File: src/rtl/gps_correlator_channel.sv
// rtl/gps_correlator_channel.sv - GPS C/A-code prompt correlator channel with carrier and code NCOs
// Purpose: wipes off the carrier using a 4-phase rotation and the selected C/A code, then integrates
//          prompt I/Q over one 1023-chip code epoch. Each epoch result goes to a one-entry
//          valid/ready output register.
// Ports:
//   clk, reset          single clock, synchronous active-high reset
//   enable              1 = consume one sample per clk (RUN), 0 = IDLE (all channel state cleared)
//   real_in, imag_in    3-bit signed I/Q samples
//   carr_freq           carrier NCO increment per sample (2^32 = one cycle)
//   code_freq           code NCO increment per sample (carry = one chip)
//   ca_sel              PRN select (0..35 -> PRN 1..36, larger values -> PRN 36)
//   acc_i, acc_q        signed epoch integration result, qualified by out_valid
//   out_valid/out_ready output handshake
//   overrun             sticky: an epoch result was dropped because the output was still held
module gps_correlator_channel #(
  parameter int ACC_W = 24
) (
  input  logic             clk,
  input  logic             reset,
  input  logic             enable,
  input  logic [2:0]       real_in,
  input  logic [2:0]       imag_in,
  input  logic [31:0]      carr_freq,
  input  logic [31:0]      code_freq,
  input  logic [5:0]       ca_sel,
  output logic [ACC_W-1:0] acc_i,
  output logic [ACC_W-1:0] acc_q,
  output logic             out_valid,
  input  logic             out_ready,
  output logic             overrun
);

  logic [31:0]       carr_phase, code_phase;
  logic [32:0]       code_sum;
  logic              code_carry, epoch_end;
  logic [9:0]        g1, g2;        // bit n holds LFSR stage n+1
  logic [9:0]        chip_cnt;
  logic [7:0]        tap_pair;      // {stage_a, stage_b} of the G2 phase-select taps
  logic [3:0]        tap_a, tap_b;
  logic              chip;
  logic signed [3:0] s_i, s_q, rot_i, rot_q, con_i, con_q;

  // stage 1: wiped-off contribution of the sample taken on the previous edge
  logic signed [3:0] p_i, p_q;
  logic              p_last;

  logic [ACC_W-1:0]  accum_i, accum_q, sum_i, sum_q;

  // stage 2: completed epoch result waiting for the output register
  logic              res_valid;
  logic [ACC_W-1:0]  res_i, res_q;

  always_comb begin
    tap_pair = 8'h28;
    case (ca_sel)
      6'd0:  tap_pair = 8'h26;  6'd1:  tap_pair = 8'h37;  6'd2:  tap_pair = 8'h48;
      6'd3:  tap_pair = 8'h59;  6'd4:  tap_pair = 8'h19;  6'd5:  tap_pair = 8'h2A;
      6'd6:  tap_pair = 8'h18;  6'd7:  tap_pair = 8'h29;  6'd8:  tap_pair = 8'h3A;
      6'd9:  tap_pair = 8'h23;  6'd10: tap_pair = 8'h34;  6'd11: tap_pair = 8'h56;
      6'd12: tap_pair = 8'h67;  6'd13: tap_pair = 8'h78;  6'd14: tap_pair = 8'h89;
      6'd15: tap_pair = 8'h9A;  6'd16: tap_pair = 8'h14;  6'd17: tap_pair = 8'h25;
      6'd18: tap_pair = 8'h36;  6'd19: tap_pair = 8'h47;  6'd20: tap_pair = 8'h58;
      6'd21: tap_pair = 8'h69;  6'd22: tap_pair = 8'h13;  6'd23: tap_pair = 8'h46;
      6'd24: tap_pair = 8'h57;  6'd25: tap_pair = 8'h68;  6'd26: tap_pair = 8'h79;
      6'd27: tap_pair = 8'h8A;  6'd28: tap_pair = 8'h16;  6'd29: tap_pair = 8'h27;
      6'd30: tap_pair = 8'h38;  6'd31: tap_pair = 8'h49;  6'd32: tap_pair = 8'h5A;
      6'd33: tap_pair = 8'h4A;  6'd34: tap_pair = 8'h17;
      default: tap_pair = 8'h28;
    endcase
  end

  assign tap_a      = tap_pair[7:4];
  assign tap_b      = tap_pair[3:0];
  assign chip       = g1[9] ^ g2[tap_a - 4'd1] ^ g2[tap_b - 4'd1];
  assign code_sum   = {1'b0, code_phase} + {1'b0, code_freq};
  assign code_carry = code_sum[32];
  assign epoch_end  = code_carry && (chip_cnt == 10'd1022);

  // Samples are widened to 4 bits first, so negating -4 gives +4 instead of wrapping.
  always_comb begin
    s_i   = {real_in[2], real_in};
    s_q   = {imag_in[2], imag_in};
    rot_i = s_i;
    rot_q = s_q;
    case (carr_phase[31:30])
      2'd0: begin rot_i = s_i;  rot_q = s_q;  end
      2'd1: begin rot_i = s_q;  rot_q = -s_i; end
      2'd2: begin rot_i = -s_i; rot_q = -s_q; end
      2'd3: begin rot_i = -s_q; rot_q = s_i;  end
      default: ;
    endcase
    con_i = chip ? -rot_i : rot_i;
    con_q = chip ? -rot_q : rot_q;
  end

  assign sum_i = accum_i + {{(ACC_W-4){p_i[3]}}, p_i};
  assign sum_q = accum_q + {{(ACC_W-4){p_q[3]}}, p_q};

  // Channel state. IDLE clears everything up to and including stage 2, so a partial epoch
  // never produces a result. Stage 1 also clears to zero, so the first RUN edge adds nothing.
  always_ff @(posedge clk) begin
    if (reset || !enable) begin
      carr_phase <= '0;
      code_phase <= '0;
      g1         <= '1;
      g2         <= '1;
      chip_cnt   <= '0;
      p_i        <= '0;
      p_q        <= '0;
      p_last     <= 1'b0;
      accum_i    <= '0;
      accum_q    <= '0;
      res_valid  <= 1'b0;
      res_i      <= '0;
      res_q      <= '0;
    end else begin
      carr_phase <= carr_phase + carr_freq;
      code_phase <= code_sum[31:0];
      if (epoch_end) begin
        chip_cnt <= '0;
        g1       <= '1;
        g2       <= '1;
      end else if (code_carry) begin
        chip_cnt <= chip_cnt + 10'd1;
        g1       <= {g1[8:0], g1[2] ^ g1[9]};
        g2       <= {g2[8:0], g2[1] ^ g2[2] ^ g2[5] ^ g2[7] ^ g2[8] ^ g2[9]};
      end
      p_i       <= con_i;
      p_q       <= con_q;
      p_last    <= epoch_end;
      res_valid <= p_last;
      if (p_last) begin
        res_i   <= sum_i;
        res_q   <= sum_q;
        accum_i <= '0;
        accum_q <= '0;
      end else begin
        accum_i <= sum_i;
        accum_q <= sum_q;
      end
    end
  end

  // The output register keeps running its handshake in IDLE. A result that arrives while the
  // held result is still unaccepted is dropped.
  always_ff @(posedge clk) begin
    if (reset) begin
      out_valid <= 1'b0;
      acc_i     <= '0;
      acc_q     <= '0;
      overrun   <= 1'b0;
    end else if (res_valid) begin
      if (!out_valid || out_ready) begin
        out_valid <= 1'b1;
        acc_i     <= res_i;
        acc_q     <= res_q;
      end else begin
        overrun   <= 1'b1;
      end
    end else if (out_ready) begin
      out_valid <= 1'b0;
    end
  end

endmodule

File: config.mk
export PLATFORM = sky130hd
export DESIGN_NAME = gps_correlator_channel
export DESIGN_NICKNAME = d
export VERILOG_FILES = /design/src/rtl/gps_correlator_channel.sv
export SDC_FILE = /design/constraint.sdc
export NUM_CORES = 1
export LEC_CHECK = 0
export CORE_MARGIN = 2
export CORE_UTILIZATION = 52
export CTS_BUF_LIST = sky130_fd_sc_hd__clkbuf_2
export CTS_CLUSTER_DIAMETER = 80
export DETAILED_ROUTE_END_ITERATION = 10
export GPL_ROUTABILITY_DRIVEN = 0
export PLACE_DENSITY = 0.81
export SLEW_MARGIN = 15
export SYNTH_ARGS = -nofsm -noshare
export SYNTH_HDL_FRONTEND = slang
export SYNTH_SLANG_ARGS = --single-unit
File: constraint.sdc
create_clock -name clk -period 4.9 [get_ports clk]
set_input_delay 1.47 -clock clk [delete_from_list [all_inputs] [get_ports clk]]
set_output_delay 1.47 -clock clk [all_outputs]
set_load 0.05 [all_outputs]
== Word level (Yosys, flattened, before mapping) ==
Memory sizes are Yosys's and may differ from the RTL's.
Index checks and enable logic that the tools add are counted.
Operators by class
  add/subtract/negate cells: 11
  $lt $le $gt $ge: 2
  equality and inequality tests: 5
  muxes and demuxes: 11
  bitwise logic cells: 9
  reduce and logical (&&, ||, !) cells: 12
Operators with widths (number)
  adder 24 bit: 2
  adder 32 x 32 -> 33 bit: 1
  adder 32 bit: 1
  one-hot mux 4 bit (4 select lines): 2
  adder 10 x 1 -> 10 bit, second input constant: 1
  equality test 10 bit, second input constant: 1
  less-than comparator 4 x 5 -> 1 bit, second input constant: 2
  binary-select mux 1 bit (select 4 bit): 2
  two-way mux 4 bit: 2
  negator 3 -> 4 bit: 2
  negator 4 bit: 2
  subtractor 4 x 1 -> 4 bit, second input constant: 2
  bitwise XOR 1 bit: 8
  AND reduction 2 bit: 3
  two-way mux 1 bit: 5
  equality test 2 bit, second input constant: 2
  OR reduction 2 bit: 2
  equality test 2 x 1 -> 1 bit, second input constant: 1
  zero test 1 bit: 2
  zero test 2 bit: 1
  logical OR 1 bit: 2
  inequality test 2 x 1 -> 1 bit, second input constant: 1
  nonzero test 2 bit: 1
  logical AND 1 bit: 1
  NOT 1 bit: 1
Storage, ports and cells
  register bits: 250
  ROM bits: 512
  logic and storage cells: 68
  memories kept: 1
Memory list
  (no name shown): depth 64, width 8, read ports 1, clocked after Yosys merged registers in 0, write ports 0, RTL line 55  | case (ca_sel)

== Depth between registers and ports, before layout ==
Gate-level depths: netlist of run 1.
An unclocked memory read counts as a cell.
  word-level depth: 7
  gate-level depth with buffers: 16
  gate-level depth less buffers: 13

== Worst setup path after synthesis of run 1 ==
OpenSTA, ideal clock, no wires.
  kind: input to register
  from: in ca_sel[1]
  to: reg p_q[2]
  arrival: 4.480 ns
  required time: 4.830 ns
  slack: 0.349 ns
  cell stages on the path: 14
  path buffers: 1
  cell sequence: clkbuf_1 -> inv_1 -> ha_1 -> mux2_2 -> o211ai_1 -> nand2_1 -> a21oi_1 -> ha_1 -> mux4_2 -> mux2i_1 -> mux2i_1 -> xnor2_1 -> or3_1 -> a21oi_1
On the way
  word-level cells in the longest chain between the ends: 7
  elaborated cells on any way between the ends: 10
Ends and longest elaborated chain
  from (decl): RTL line 25  | input logic [5:0] ca_sel,
  memory read (64 x 8 bit) *
  subtractor 4 x 1 -> 4 bit: RTL line 74  | assign chip = g1[9] ^ g2[tap_a - 4'd1] ^ g2[tap_b - 4'd1];
  binary-select mux 1 bit (select 4 bit): RTL line 74
  two-way mux 1 bit (not written as such): RTL line 74
  bitwise XOR 1 bit: RTL line 74
  bitwise XOR 1 bit *: RTL line 74
  two-way mux 4 bit *: RTL line 93  | con_q = chip ? -rot_q : rot_q;
  to (signal assigned): RTL line 129  | p_q <= con_q;
  to (decl): RTL line 44  | logic signed [3:0] p_i, p_q;
Every way passes the cells marked *; elsewhere a longest branch is shown, timed or not. The select of a mux whose other input is x is not followed.
A chain may end at the register's enable or synchronous reset.

== Final worst setup path of run 1 ==
  from: in ca_sel[0]
  to: reg p_q[2]
The elaborated chain is that of the path after synthesis.

==> flow_metrics.env, run 1 <==
export IMPL_fin_nets=2005
export IMPL_setup_viol=0
export IMPL_numPortBuffers=129
export IMPL_async_flop_share=0
export IMPL_r2r_cells=12
export IMPL_start_util=0.533
export IMPL_netlist_instances=1630
export IMPL_antenna_found_initial=1
export IMPL_viasPerCell=5.55
export IMPL_synth_compound_area_frac=0.189
export IMPL_r2r_start="p_q[0]$_SDFF_PP0_"
export IMPL_synth_top_family_by_area="simple AND/OR/NAND/NOR gates"
export IMPL_ios=130
export IMPL_drv_slew=0
export IMPL_ys_ff_latch=250
export IMPL_die_x_um=168
export IMPL_wire_per_inst_um=14.2
export IMPL_synth_xor_area_share=0.0659
export IMPL_cp_required_ps=5620
export IMPL_min_path_cells=2
export IMPL_maxCapViolCount=0
export IMPL_synth_top_flop_cell="dfxtp_1"
export IMPL_cts_tree="done"
export IMPL_cp_max_fo=11
export IMPL_finClkSkew_ps=93.5
export IMPL_cts_buffers=67
export IMPL_cts_path_max_buffers=3
export IMPL_yosysTopAreaCellShare=0.359
export IMPL_syn_to_final_growth_pct=16.6
export IMPL_outcome="completed"
export IMPL_ys_top_cells_by_area="dfxtp_1, ha_1, nand2_1, a21oi_1, nor2_1"
export IMPL_synth_area_per_cell_um2=8.56
export IMPL_cp_arrival_ps=4810
export IMPL_r2r_slack_ps=1060
export IMPL_clk_transition_reported_paths_ps=100
export IMPL_crit_type="in2reg"
export IMPL_ys_seq_area_frac=0.359
export IMPL_grt_pass1_vias=11800
export IMPL_drc=0
export IMPL_ys_top_cells_by_count="dfxtp_1, nand2_1, nor2_1"
export IMPL_vias=12000
export IMPL_post_route_period_util=0.836
export IMPL_cts_sinks=250
export IMPL_synth_fa_ha_area_frac=0.118
export IMPL_yosysMostFrequentCell="dfxtp_1"
export IMPL_fin_util=0.621
export IMPL_power_density_nw_per_um2=293
export IMPL_drt_iter0_markers=579
export IMPL_nFillCells=2191
export IMPL_crit_chain="clkdlybuf4s50_1 -> inv_1 -> ha_1 -> or2_1 -> a32o_1 -> a311oi_4 -> nand4_1 -> and2_1 -> a2111o_1 -> o2111ai_1 -> xnor2_1 -> buf_4 -> o21ai_0 -> a21oi_1"
export IMPL_end_kind="register"
export IMPL_hold_start="res_i[20]$_SDFFE_PP0P_"
export IMPL_h_tree_depth=3
export IMPL_grt_pass1_wl_mm=53.0
export IMPL_cp_start_kind="input port"
export IMPL_rsz0062_at_grt="no"
export IMPL_dr_pass1_iters=5
export IMPL_rows=59
export IMPL_die_h_um=168
export IMPL_yosys_area_share_simple=0.192
export IMPL_slew_headroom=0.366
export IMPL_synth_edf_count=0
export IMPL_grt_max_degree=52
export IMPL_holdBufCountCts=0
export IMPL_cts_resized=0
export IMPL_wl_mm=30.8
export IMPL_yosysWarnings=0
export IMPL_synth_area_leader_cell="dfxtp_1"
export IMPL_gr_total_overflow=0
export IMPL_hold_violations=0
export IMPL_yosys_cell_types_count=72
export IMPL_min_period_ps=4100
export IMPL_max_stage_delay_ps=480
export IMPL_tightestPinTransition_ps=949
export IMPL_synth_nets=1839
export IMPL_antenna_left=0
export IMPL_dp_hpwl_mm=22.3
export IMPL_ir_drop_uv=165
export IMPL_rr_endpoint="accum_q[22]$_SDFF_PP0_"
export IMPL_layout_drive_gt1_share=0.0813
export IMPL_fmax_ghz=0.244
export IMPL_grt_use_total=0.221
export IMPL_cp_slowest_cell="clkdlybuf4s50_1"
export IMPL_clk_latency_ps=830
export IMPL_synthesis_area_um2=14000
export IMPL_die_area_um2=28200
export IMPL_cts_setup_buffers=0
export IMPL_muxShareOfSynthArea=0.0490
export IMPL_min_path_type="reg2reg"
export IMPL_core_um2=26200
export IMPL_p_leak_nw=7.00
export IMPL_setup_tns_final_ps=0
export IMPL_cts_root_buffer="clkbuf_2"
export IMPL_hold_end="acc_i[20]$_SDFFE_PP0P_"
## cell families after synthesis
kind of cell,count (synthesis)
and+or+nand+nor,567
DFF,250
AOI/OAI and AO/OA,420
muxes,63
xor gates and xnor gates,105
adders and majority gates,129
buffers and inverters,96
## how the worst max path moves through the flow
stage,from,end,cells after the start
after floorplan,ca_sel[1],p_q[2]$_SDFF_PP0_,14
after global placement,ca_sel[0],p_q[2]$_SDFF_PP0_,13
after detailed placement,ca_sel[0],p_q[2]$_SDFF_PP0_,14
after CTS,ca_sel[0],p_q[2]$_SDFF_PP0_,14
after global routing,ca_sel[0],p_q[2]$_SDFF_PP0_,14
final,ca_sel[0],p_q[2]$_SDFF_PP0_,14
## sequential cells by signal, summed over array words and instances (netlist names)
name / flops
p_last: 1
accum_i: 24
res_q: 24
accum_q: 24
carr_phase: 32
acc_q: 24
code_phase: 32
p_i: 4
g1: 10
acc_i: 24
res_valid: 1
overrun: 1
g2: 10
chip_cnt: 10
p_q: 4
out_valid: 1
res_i: 24
## power by group
| part | internal [mW] | switching [mW] | leakage [nW] | total (mW) |
|---|---|---|---|---|
| clock network | 0.658 | 0.865 | 0.443 | 1.52 |
| logic | 0.482 | 0.595 | 4.53 | 1.08 |
| registers | 2.11 | 0.0472 | 2.03 | 2.16 |
| total | 3.25 | 1.51 | 7.00 | 4.76 |
## final cells by class
class | instances | area, µm² | area share
Inverter | 36 | 135 | 0.00831
Multi-Input combinational cell | 1284 | 8600 | 0.529
Sequential cell | 250 | 5010 | 0.308
Clock inverter | 14 | 154 | 0.00946
Antenna cell | 1 | 2.50 | 0.000154
Clock buffer | 91 | 455 | 0.0280
Tap cell | 335 | 419 | 0.0258
Timing Repair Buffer | 157 | 1500 | 0.0920
## metal layers
layer	vias up	share of wire	global-route usage
li1	6160	-	-
met1	5548	0.46	0.264
met2	265	0.48	0.393
met3	62	0.042	0.0428
met4	0	0.024	0.0820
met5	-	0	0
## per-stage QoR
step                cell area, µm²  instances  hold WS (ps)  setup WS [ps]  power, mW
finish                       16300       2168           450            802       4.76
detailed placement           15700       2062           443          -13.2       3.27
global placement             15700       2062           437           93.1       3.23
CTS                          16300       2167           456            867       4.81
floorplan                    14000       1630           425            349       3.00
global route                 16300       2168           468            667       5.07
## placed cells by master (no fill, tap or decap), drive strengths merged, types with 25 or more instances in the layout
| cell | n |
|---|---|
| dfxtp | 250 |
| nand2 | 189 |
| nor2 | 160 |
| a21oi | 139 |
| clkdlybuf4s50 | 128 |
| ha | 125 |
| clkbuf | 91 |
| o21ai | 89 |
| xnor2 | 59 |
| mux2i | 56 |
| a21o | 50 |
| xor2 | 46 |
| and2 | 37 |
| inv | 37 |
| nor3 | 30 |
| buf | 29 |
| nand2b | 25 |
## worst max-delay path, delay by kind of cell
family / cells / cell delay, ps
compound gates: 6 / 1380
xor+xnor: 1 / 200
fa+ha+maj: 1 / 230
buf+inv: 3 / 820
simple gates: 3 / 700
(Power assumes the default switching activity.)
==> run 2, diff against run 1 <==
--- a/config.mk
+++ b/config.mk
@@ -11,7 +11,7 @@
 export CTS_CLUSTER_DIAMETER = 80
 export DETAILED_ROUTE_END_ITERATION = 10
 export GPL_ROUTABILITY_DRIVEN = 0
-export PLACE_DENSITY = 0.81
+export PLACE_DENSITY = 0.84
 export SLEW_MARGIN = 15
 export SYNTH_ARGS = -nofsm -noshare
 export SYNTH_HDL_FRONTEND = slang
==> constraint.sdc (replaced) <==
create_clock -name clk -period 3.3 [get_ports clk]
set_input_delay 0.99 -clock clk [delete_from_list [all_inputs] [get_ports clk]]
set_output_delay 0.99 -clock clk [all_outputs]
set_load 0.05 [all_outputs]
==> run 2 against run 1 <==
Effect of this change: the flow now finishes with violations (DRC); power increased by 58%; utilization increased by 6.6 points; count of clock-buffer cells in the layout increased by 4; die area unchanged; clock power increased by 52%; global-route usage increased by 2.0 points; hold slack got worse by 24 ps; critical path type unchanged; largest power group unchanged.
==> flow_metrics.env, run 2 (same netlist as run 1, synthesis figures left out) <==
export IMPL_outcome="finished with violations"
export IMPL_violations="DRC"
export IMPL_end_kind="register"
export IMPL_cp_arrival_ps=3950
export IMPL_dp_cells=2217
export IMPL_hold_violations=0
export IMPL_cp_start_kind="input port"
export IMPL_vias=13000
export IMPL_final_cell_mix="dfxtp_1, nand2_1, buf_4, nor2_1, a21oi_1"
export IMPL_cts_buffers=67
export IMPL_post_route_period_util=0.981
export IMPL_stdcell_count=2342
export IMPL_min_path_type="reg2reg"
export IMPL_cp_max_fo=5
export IMPL_hold_start="res_q[21]$_SDFFE_PP0P_"
export IMPL_numPortBuffers=129
export IMPL_grt_use_total=0.240
export IMPL_slew_headroom=0.570
export IMPL_grt_pass1_wl_mm=57.8
export IMPL_total_power_mw=7.50
export IMPL_die_x_um=168
export IMPL_cp_slowest_cell="or3_4"
export IMPL_min_path_cells=2
export IMPL_placed_area_um2=17100
export IMPL_fin_nets=2170
export IMPL_cts_path_max_buffers=3
export IMPL_fmax_ghz=0.309
export IMPL_drt_iter0_markers=751
export IMPL_cts_sinks=250
export IMPL_crit_type="in2reg"
export IMPL_ios=130
export IMPL_rows=59
export IMPL_start_util=0.533
export IMPL_design_area_um2=18000
export IMPL_cts_tree="done"
export IMPL_die_area_um2=28200
export IMPL_reg_top3="carr_phase (32), code_phase (32)"
export IMPL_cts_root_buffer="clkbuf_2"
export IMPL_fin_util=0.687
export IMPL_tightestPinTransition_ps=645
export IMPL_rsz0062_at_grt="yes"
export IMPL_core_um2=26200
export IMPL_rr_endpoint="res_q[18]$_SDFFE_PP0P_"
export IMPL_antenna_found_initial=1
export IMPL_setup_viol=0
export IMPL_die_h_um=168
export IMPL_clk_latency_ps=820
export IMPL_cp_required_ps=4010
export IMPL_wire_per_inst_um=14.5
export IMPL_wl_mm=34.0
export IMPL_maxCapViolCount=0
export IMPL_min_period_ps=3240
export IMPL_setup_tns_final_ps=0
export IMPL_max_stage_delay_ps=380
export IMPL_drc=1
export IMPL_nFillCells=1940
export IMPL_dp_hpwl_mm=24.8
export IMPL_drv_slew=0
export IMPL_fin_ws_ps=61.8
export IMPL_layout_drive_gt1_share=0.189
export IMPL_antenna_left=0
export IMPL_path_buf_inv=2
export IMPL_r2r_slack_ps=60
export IMPL_holdWs_ps=426
export IMPL_r2r_start="accum_q[0]$_SDFF_PP0_"
export IMPL_p_leak_nw=7.95
export IMPL_dpl_worst_slack_ps=-1150
export IMPL_finClkSkew_ps=74.8
export IMPL_r2r_cells=13
export IMPL_grt_max_degree=50
export IMPL_dr_pass1_iters=8
export IMPL_grt_pass1_vias=13000
export IMPL_syn_to_final_growth_pct=29.0
export IMPL_h_tree_depth=3
export IMPL_crit_chain="dlygate4sd2_1 -> inv_2 -> ha_4 -> mux2_2 -> o211ai_1 -> nand2_1 -> a21oi_4 -> ha_4 -> mux4_2 -> mux2i_2 -> mux2i_2 -> xnor2_2 -> or3_4 -> a21oi_2"
export IMPL_power_density_nw_per_um2=417
export IMPL_clk_transition_reported_paths_ps=90
export IMPL_viasPerCell=5.54
export IMPL_final_common_cell="dfxtp_1"
export IMPL_gr_total_overflow=0
export IMPL_ir_drop_uv=221
export IMPL_cp_top_family="multiplexers"
export IMPL_hold_end="acc_q[21]$_SDFFE_PP0P_"
run 2: changes by cell type in the layout (fill, tap and decap cells not counted), moves of 6 or more:
cell,delta
a21oi_1,-6
clkinv_2,+6
ha_4,+11
buf_4,+157
buf_12,+6
ha_1,-12
run 2: layout make-up:
type                    count  area (µm²)  area share
well taps                 335         419      0.0233
multi-input cells        1284        8970       0.498
inverters                  36         138     0.00764
clock buffers              95         475      0.0264
repair buffers            322        2830       0.157
flip-flops and latches    250        5010       0.278
diodes                      1        2.50    0.000139
clock inverters            19         166     0.00924
run 2: worst max path at each step:
stage	from	to	slack (ps)	depth (start not counted)
6_report	ca_sel[0]	p_q[2]$_SDFF_PP0_	60	14
5_1_grt	p_q[3]$_SDFF_PP0_	res_q[19]$_SDFFE_PP0P_	-60	11
4_1_cts	accum_q[0]$_SDFF_PP0_	res_q[18]$_SDFFE_PP0P_	30	13
3_5_place_dp	ca_sel[0]	p_q[2]$_SDFF_PP0_	-1150	14
3_3_place_gp	ca_sel[0]	p_q[2]$_SDFF_PP0_	-1020	14
2_1_floorplan	ca_sel[2]	p_q[2]$_SDFF_PP0_	-410	14
run 2: layer usage:
| metal | up-vias | track usage | routed length [µm] |
|---|---|---|---|
| met5 | - | 0 | 0 |
| met4 | 0 | 0.0922 | 945 |
| met3 | 80 | 0.0447 | 1860 |
| met2 | 366 | 0.424 | 16500 |
| met1 | 6039 | 0.291 | 14700 |
| li1 | 6495 | - | - |
run 2: worst min-delay path, stage by stage (launching register included):
cell     delay, ps
dfxtp_1        320
nand2_1         60
a21oi_1         50
run 2: repair_timing:
action	4_1_cts	5_1_grt
resized for setup	14	26
hold buffers	0	0
buffers inserted	4	6
cloned	0	1
endpoints found under the setup margin	14	53
pin swaps	10	21
run 2: power by group:
group,internal [mW],leakage [nW],total [mW],switching (mW)
Sequential,3.14,2.03,3.20,0.0622
Clock,1.01,0.483,2.31,1.30
Combinational,0.976,5.44,1.99,1.02
==> run 3, diff against run 2 <==
==> constraint.sdc (replaced) <==
create_clock -name clk -period 3.3 [get_ports clk]
set_input_delay 0.495 -clock clk [delete_from_list [all_inputs] [get_ports clk]]
set_output_delay 0.495 -clock clk [all_outputs]
set_load 0.05 [all_outputs]
==> run 3 against run 2 <==
Effect of this change: the flow now finishes without violations; power down 5.6%; utilization down 3.3 points; maximum frequency up 3.9%; non-clock buffer count down 51; first-iteration DRC count down 16%; setup slack better by 120 ps; hold slack worse by 310 ps; highest routed layer unchanged; cell count down 2.3%; register-to-register slack better by 130 ps; largest power group unchanged; sequential share of layout area up 1.4 points; critical path depth up 2.
==> flow_metrics.env, run 3 (same netlist as run 1, synthesis figures left out) <==
export IMPL_layout_drive_gt1_share=0.141
export IMPL_cts_tree="done"
export IMPL_die_h_um=168
export IMPL_maxCapViolCount=0
export IMPL_post_route_period_util=0.945
export IMPL_gr_total_overflow=0
export IMPL_outcome="completed"
export IMPL_cts_path_max_buffers=3
export IMPL_drt_iter0_markers=628
export IMPL_setup_viol=0
export IMPL_core_um2=26200
export IMPL_drv_slew=0
export IMPL_reg_top3="carr_phase (32), code_phase (32)"
export IMPL_fmax_ghz=0.321
export IMPL_min_path_type="in2reg"
export IMPL_antenna_left=0
export IMPL_wire_per_inst_um=14.4
export IMPL_clk_latency_ps=830
export IMPL_cp_max_fo=8
export IMPL_wl_mm=32.9
export IMPL_grt_pass1_vias=12600
export IMPL_rows=59
export IMPL_nFillCells=2084
export IMPL_clk_transition_reported_paths_ps=90
export IMPL_cp_arrival_ps=3790
export IMPL_vias=12700
export IMPL_numPortBuffers=129
export IMPL_cp_required_ps=3970
export IMPL_cts_sinks=250
export IMPL_grt_use_total=0.233
export IMPL_syn_to_final_growth_pct=22.9
export IMPL_ir_drop_uv=205
export IMPL_dr_pass1_iters=4
export IMPL_grt_max_degree=49
export IMPL_viasPerCell=5.57
export IMPL_crit_type="in2reg"
export IMPL_antenna_found_initial=1
export IMPL_die_x_um=168
export IMPL_die_area_um2=28200
export IMPL_grt_pass1_wl_mm=56.0
export IMPL_cp_start_kind="input port"
export IMPL_drc=0
export IMPL_start_util=0.533
export IMPL_tightestPinTransition_ps=963
export IMPL_finClkSkew_ps=115
export IMPL_cts_root_buffer="clkbuf_2"
export IMPL_final_common_cell="dfxtp_1"
export IMPL_fin_nets=2119
export IMPL_hold_violations=0
export IMPL_holdWs_ps=113
export IMPL_cts_buffers=67
export IMPL_end_kind="register"
export IMPL_h_tree_depth=3
export IMPL_p_leak_nw=7.56
export IMPL_min_period_ps=3120
export IMPL_ios=130
export IMPL_final_cell_mix="dfxtp_1, nand2_1, nor2_1, buf_4, a21oi_1"
export IMPL_power_density_nw_per_um2=413
export IMPL_slew_headroom=0.358
export IMPL_setup_tns_final_ps=0
export IMPL_dp_hpwl_mm=24.2
## run 3: final timing paths
path / to / slack [ps] / cells past startpoint / start
worst max-delay path: p_q[2]$_SDFF_PP0_ / 180 / 16 / ca_sel[0]
worst min-delay path: acc_i[16]$_SDFFE_PP0P_ / 110 / 2 / reset
worst max register to register: accum_q[18]$_SDFF_PP0_ / 190 / 13 / p_q[0]$_SDFF_PP0_
worst min register to register: acc_i[3]$_SDFFE_PP0P_ / 420 / 2 / res_i[3]$_SDFFE_PP0P_
## run 3: timing repair
action,4_1_cts,5_1_grt
gates resized for setup,1,11
pin swaps,2,6
hold buffers,0,0
setup buffers,0,2
setup endpoints to repair,4,27
## run 3: power by group
group / internal (mW) / switching (mW)
Combinational: 0.863 / 0.956
Clock: 0.760 / 1.30
Sequential: 3.14 / 0.0616
## run 3: final cells by class
cell class | count | area (µm²) | share of cell area
inverter | 36 | 135 | 0.00788
antenna | 1 | 2.50 | 0.000146
tap | 335 | 419 | 0.0244
multi-input combinational | 1284 | 8660 | 0.505
clock buffer | 90 | 450 | 0.0263
timing repair buffer | 271 | 2360 | 0.138
sequential | 250 | 5010 | 0.292
clock inverter | 21 | 114 | 0.00664
## run 3: critical path, stage by stage
cell and delay (ps):
clkdlybuf4s50_1 420, buf_4 180, ha_1 230, nor2b_1 140, nor4b_1 260, buf_4 170, a311oi_4 40, buf_4 180
buf_4 140, nor3b_1 290, a211oi_1 90, a2111o_1 390, o2111ai_1 90, xnor2_1 160, or3_1 380, a21oi_1 140
## run 3: per-stage QoR
| stage | worst slack, ps | util | total power, mW | instance area, µm² | std cells |
|---|---|---|---|---|---|
| 2_1_floorplan | -7.72 | - | 4.46 | 14000 | 1630 |
| 3_3_place_gp | -435 | 0.630 | 4.97 | 16500 | 2174 |
| 3_5_place_dp | -528 | 0.630 | 5.06 | 16500 | 2174 |
| 4_1_cts | 8.69 | 0.652 | 7.14 | 17100 | 2285 |
| 5_1_grt | -13.8 | 0.654 | 7.51 | 17200 | 2288 |
| 6_report | 182 | 0.654 | 7.08 | 17200 | 2288 |
## run 3: metal layers
layer  GRT usage  wire length, µm  vias up
li1            -                -     6380
met1       0.273            14200     5981
met2       0.426            16400      313
met3      0.0374             1460       75
met4      0.0911              750        0
met5           0                0        -
